File: src/rtl/game_flow_ctrl.sv
// Game sequencer: IDLE -> PLAY -> FINISH flow with single-cycle game tick, BCD countdown timer,
// BCD score fed from a pending-points accumulator, and the registered Row1 status line.
module game_flow_ctrl #(
  parameter int TICK_DIV   = 100_000_000,
  parameter int GAME_TICKS = 15,
  parameter int PEND_W     = 8
) (
  input  logic        clk,
  input  logic        rst,
  input  logic        en,
  input  logic        hit_valid,
  input  logic [2:0]  hit_count,
  output logic        game_en,
  output logic        game_tick,
  output logic        clear_pulse,
  output logic [1:0]  state,
  output logic        finished,
  output logic [39:0] Row1
);
  // state  | meaning
  // IDLE   | after reset, waiting for the first start press
  // PLAY   | game running: ticks, countdown and hits active
  // FINISH | timer at 00, pending points still drain, restart allowed
  typedef enum logic [1:0] {IDLE = 2'b00, PLAY = 2'b01, FINISH = 2'b10} state_t;

  localparam int CNT_W = (TICK_DIV > 1) ? $clog2(TICK_DIV) : 1;
  localparam logic [CNT_W-1:0] CNT_LAST = CNT_W'(TICK_DIV - 1);
  localparam int SUM_W = PEND_W + 4;
  localparam logic [PEND_W-1:0] PEND_MAX = '1;
  localparam logic [3:0] TICKS_HI = 4'(GAME_TICKS / 10);
  localparam logic [3:0] TICKS_LO = 4'(GAME_TICKS % 10);
  localparam logic [4:0] DARK = 5'd31;

  state_t state_q, state_d;
  logic en_q;
  logic [CNT_W-1:0] cnt_q, cnt_d;
  logic [3:0] tmr_hi_q, tmr_hi_d, tmr_lo_q, tmr_lo_d;
  logic [3:0][3:0] score_q, score_d;
  logic [PEND_W-1:0] pend_q, pend_d;
  logic [SUM_W-1:0] pend_sum;
  logic clear_q, clear_d;
  logic [39:0] row_q, row_d;
  logic en_rise, start, drain, hit_ok, carry;

  always_ff @(posedge clk) begin
    if (rst) state_q <= IDLE;
    else     state_q <= state_d;
  end

  always_comb begin
    state_d  = state_q;
    cnt_d    = cnt_q;
    tmr_hi_d = tmr_hi_q;
    tmr_lo_d = tmr_lo_q;
    score_d  = score_q;
    pend_d   = pend_q;
    clear_d  = 1'b0;
    carry    = 1'b1;

    en_rise   = en & ~en_q;
    start     = en_rise && (state_q != PLAY);
    drain     = (pend_q != '0);
    hit_ok    = hit_valid && (state_q == PLAY);
    game_en   = (state_q == PLAY);
    game_tick = (state_q == PLAY) && (cnt_q == CNT_LAST);
    finished  = (state_q == FINISH);
    state     = state_q;

    pend_sum = SUM_W'(pend_q) + (hit_ok ? SUM_W'(hit_count) : '0) - (drain ? SUM_W'(1) : '0);

    if (start) begin
      state_d  = PLAY;
      cnt_d    = '0;
      tmr_hi_d = TICKS_HI;
      tmr_lo_d = TICKS_LO;
      score_d  = '0;
      pend_d   = '0;
      clear_d  = 1'b1;
    end else begin
      pend_d = (pend_sum > SUM_W'(PEND_MAX)) ? PEND_MAX : pend_sum[PEND_W-1:0];
      // At 9999 the drained point is simply discarded
      if (drain && (score_q != 16'h9999)) begin
        for (int i = 0; i < 4; i++) begin
          if (carry) begin
            if (score_q[i] == 4'd9) begin
              score_d[i] = 4'd0;
            end else begin
              score_d[i] = score_q[i] + 4'd1;
              carry      = 1'b0;
            end
          end
        end
      end
      if (state_q == PLAY) begin
        cnt_d = (cnt_q == CNT_LAST) ? '0 : cnt_q + CNT_W'(1);
        if (game_tick) begin
          if (tmr_lo_q == 4'd0) begin
            tmr_lo_d = 4'd9;
            tmr_hi_d = tmr_hi_q - 4'd1;
          end else begin
            tmr_lo_d = tmr_lo_q - 4'd1;
          end
          if ((tmr_hi_q == 4'd0) && (tmr_lo_q == 4'd1)) state_d = FINISH;
        end
      end
    end

    if (state_q == IDLE)
      row_d = {8{DARK}};
    else
      row_d = {1'b0, tmr_hi_q, 1'b0, tmr_lo_q, DARK, DARK,
               1'b0, score_q[3], 1'b0, score_q[2], 1'b0, score_q[1], 1'b0, score_q[0]};
  end

  always_ff @(posedge clk) begin
    if (rst) begin
      en_q     <= 1'b0;
      cnt_q    <= '0;
      tmr_hi_q <= TICKS_HI;
      tmr_lo_q <= TICKS_LO;
      score_q  <= '0;
      pend_q   <= '0;
      clear_q  <= 1'b0;
      row_q    <= {8{DARK}};
    end else begin
      en_q     <= en;
      cnt_q    <= cnt_d;
      tmr_hi_q <= tmr_hi_d;
      tmr_lo_q <= tmr_lo_d;
      score_q  <= score_d;
      pend_q   <= pend_d;
      clear_q  <= clear_d;
      row_q    <= row_d;
    end
  end

  assign clear_pulse = clear_q;
  assign Row1        = row_q;

endmodule

File: config.mk
export PLATFORM = sky130hd
export DESIGN_NAME = game_flow_ctrl
export DESIGN_NICKNAME = d
export VERILOG_FILES = /design/src/rtl/game_flow_ctrl.sv
export SDC_FILE = /design/constraint.sdc
export NUM_CORES = 1
export LEC_CHECK = 0
export CAP_MARGIN = 10
export CORE_AREA = 4 4 91 128
export DETAILED_ROUTE_END_ITERATION = 7
export DIE_AREA = 0 0 95 132
export PLACE_DENSITY = 0.66
export SLEW_MARGIN = 10
export SYNTH_ARGS = -nofsm -noshare
export SYNTH_HDL_FRONTEND = slang
export SYNTH_SLANG_ARGS = --single-unit
File: constraint.sdc
create_clock -name clk -period 8 [get_ports clk]
set_clock_uncertainty 0.05 [all_clocks]
set_input_delay 2.4 -clock clk [delete_from_list [all_inputs] [get_ports clk]]
set_output_delay 2.4 -clock clk [all_outputs]
set_load 0.05 [all_outputs]
==> run_results.csv <==
group,metric,value,unit
clocking,numCtsBuffers,9,
clocking,cts_resized,0,
power,p_switching,0.4212,mW
sta,rsz0062_at_grt,"no",
detailed_routing,dr.pass1.iters,6,
sta,timing.hold.ws,0.4335,ns
sta,maxSlewViolCount,0,
sta,setup_viol,0,
synthesis,yosys_warnings,0,
place,dpl.hpwl,5.842,mm
detailed_routing,postRouteAntennaNets,0,
sta,relSlewSlack,34.67,%
clocking,clk_path_buf_depth,2,
clocking,clockRootBuffer,"clkbuf_16",
floorplanning,core_area,0.01059,mm²
finish,ff_latch_area,0.001762,mm²
finish,multiInputGateArea,0.002120,mm²
floorplanning,die_w,95,µm
detailed_routing,vias,3185,
worst_hold_path,hp-class,"reg -> reg",
synthesis,ys_types,57,
grt,grt_pass1_vias,3032,
grt,track_usage,13.62,%
finish,finalInstanceArea,0.004872,mm²
critical_path,required,5.55,ns
finish,n_fill_cell,1038,
floorplanning,start_util,38.90,%
clocking,clkTransAtPathRegs,0.07,ns
sta,hold_violations,0,
sta,final.min_clock_period,5.202,ns
grt,grt_pass1_wl,13.68,mm
grt,antenna_found_initial,0,
critical_path,critPathLaunchType,"flip-flop",
sta,worstMarginPinSlew,0.9799,ns
detailed_routing,drt_wl_total,8.161,mm
floorplanning,rows,45,
sta,layout_worst_path_cycle_share,65.03,%
finish,diodes,0,
power,switching_share,32.59,%
floorplanning,ioPinCount,53,
critical_path,criticalPathCategory,"reg -> out",
synthesis,seq_area_frac_synth,42.78,%
synthesis,syn_area,0.004118,mm²
finish,syn_to_final_growth,18.32,%
run_status,status,"finished, final reports clean",
power,p_total,1.292,mW
floorplanning,dieArea,0.01254,mm²
power,p_seq_share,37.9,%
detailed_routing,drt-initial-drc-count,122,
sta,max_freq,192.2,MHz
synthesis,avgSynthCellArea,9.030,µm²
synthesis,yosys_most_used_dff,"dfxtp_1",
synthesis,synthArstFlopShare,0,%
synthesis,syn_inst,456,
synthesis,ys_ff_latch,88,
power,p_leak,1.925,nW
grt,grt-ovfl-total,0,
place,gp_congestion,0.8353,
clocking,htreeDepth,3,
power,pwr-share-clk,32.6,%
clocking,cts_sinks,88,
place,pre_cts_ws,2.740,ns
power,power_density,265.2,mW/mm²
synthesis,synth_edf_count,0,
grt,grt_max_degree,30,
clocking,insertion_delay,0.34,ns
clocking,ctsHoldBuffers,0,
place,numPortBuffers,42,
detailed_routing,drc,0,
detailed_routing,wire_per_inst,12.87,µm
floorplanning,die_h,132,µm
power,p_comb_share,29.5,%
critical_path,endpoint_kind,"output port",
place,post_dp_cell_area,0.004576,mm²
clocking,cts_tree,"yes",
sta,worst_slack,2.798,ns
power,intPower,0.8711,mW
finish,final_nets,512,
clocking,postCtsSetupBuffers,0,
detailed_routing,viasPerCell,5.024,
critical_path,critPathMaxFanout,13,
critical_path,cp.arrival,2.75,ns
finish,final_layout_size_suffix_gt1_share,8.722,%
power,ir_drop,0.1122,mV
job,cap_violations,0,
sta,fin_setup_tns,0,ns
[synthesized netlist by cell type, types with 10 or more instances]
library cell	count	share of area [%]
dfxtp_1	88	43
nor2_1	40	3.6
nand2_1	29	2.6
xor2_1	29	6.2
a21oi_1	21	2.6
inv_1	21	1.9
nand3_1	20	2.4
or2_2	19	2.9
buf_4	16	2.9
ha_1	16	4.9
o21ai_0	15	1.8
nand4_1	13	2.0
clkbuf_1	10	0.91
[metal layers]
| layer | GRT usage, % | vias up | wire (µm) | share of wire (%) |
|---|---|---|---|---|
| li1 | - | 1614 | - | - |
| met1 | 16.05 | 1493 | 3576 | 44 |
| met2 | 22.91 | 64 | 4024 | 49 |
| met3 | 3.027 | 14 | 373 | 4.6 |
| met4 | 6.661 | 0 | 187 | 2.3 |
| met5 | 0 | - | 0 | 0 |
[sequential cells by signal, indices dropped and copies added, names as in the netlist, 2 cells and up]
name	count
cnt_q	27
Row1	25
score_q	16
pend_q	8
tmr_hi_q	4
tmr_lo_q	4
state	2
[kinds of logic (layout without fill, tap and decap cells)]
logic type               count (synthesis)  count (layout)  synth area share [%]
buffers and inverters                   54              82                 6.564
AO/OA/AOI/OAI                           63              63                 9.541
other                                    1              10               0.09107
adder cells (fa/ha/maj)                 17              17                 5.348
multiplexers                             5               5                 1.215
AND/OR/NAND/NOR                        192             192                 26.80
XOR/XNOR                                36              36                 7.657
flip-flops                              88              88                 42.78
[stage by stage]
| stage | util [%] | cells |
|---|---|---|
| 2_1_floorplan | - | 465 |
| 3_3_place_gp | 43.23 | 618 |
| 3_5_place_dp | 43.23 | 618 |
| 4_1_cts | 46.03 | 634 |
| 5_1_grt | 46.03 | 634 |
| 6_report | 46.03 | 634 |
[path summary, 6_finish.rpt]
path / start / depth (start not counted) / endpoint / slack, ns
worst min register to register: tmr_hi_q[1]$_SDFFE_PP0P_ / 2 / Row1[36]$_SDFF_PP1_ / 0.43
worst max-delay path: state[0]$_SDFFE_PP0P_ / 5 / game_tick / 2.80
worst min-delay path: tmr_hi_q[1]$_SDFFE_PP0P_ / 2 / Row1[36]$_SDFF_PP1_ / 0.43
worst max register to register: pend_q[1]$_SDFF_PP0_ / 11 / pend_q[2]$_SDFF_PP0_ / 4.35
[cell type report]
type | count | share of cell area [%]
Tap cell | 141 | 3.621
Inverter | 22 | 1.695
Sequential cell | 88 | 36.16
Multi-Input combinational cell | 323 | 43.50
Clock inverter | 5 | 1.310
Timing Repair Buffer | 44 | 8.937
Clock buffer | 11 | 4.777
[power by group through the flow]
stage | sequential [mW] | combinational [mW] | clock [mW]
global placement | 0.499 | 0.372 | 0
global route | 0.494 | 0.426 | 0.447
detailed placement | 0.500 | 0.379 | 0
finish | 0.490 | 0.381 | 0.421
CTS | 0.490 | 0.381 | 0.429
floorplan | 0.519 | 0.281 | 0
[worst max-delay path, stage by stage, from the launching register on]
cell	delay, ns
dfxtp_1	0.45
nand2b_1	0.24
nor3_4	0.52
nand3b_4	0.25
inv_1	0.13
clkdlybuf4s50_1	0.81
[layout by cell type (no fill, tap or decap), drive strengths merged, types with 8 or more instances in the layout]
| master | n |
|---|---|
| nand4 | 14 |
| and3 | 9 |
| or2 | 20 |
| nand2 | 29 |
| clkdlybuf4s50 | 42 |
| nor2b | 9 |
| xor2 | 29 |
| inv | 23 |
| a21oi | 21 |
| nand3 | 20 |
| nand2b | 8 |
| conb | 10 |
| dfxtp | 88 |
| clkbuf | 11 |
| o21ai | 15 |
| ha | 16 |
| nor2 | 40 |
| or3 | 9 |
Note: power is estimated with default switching activity, not from simulation.
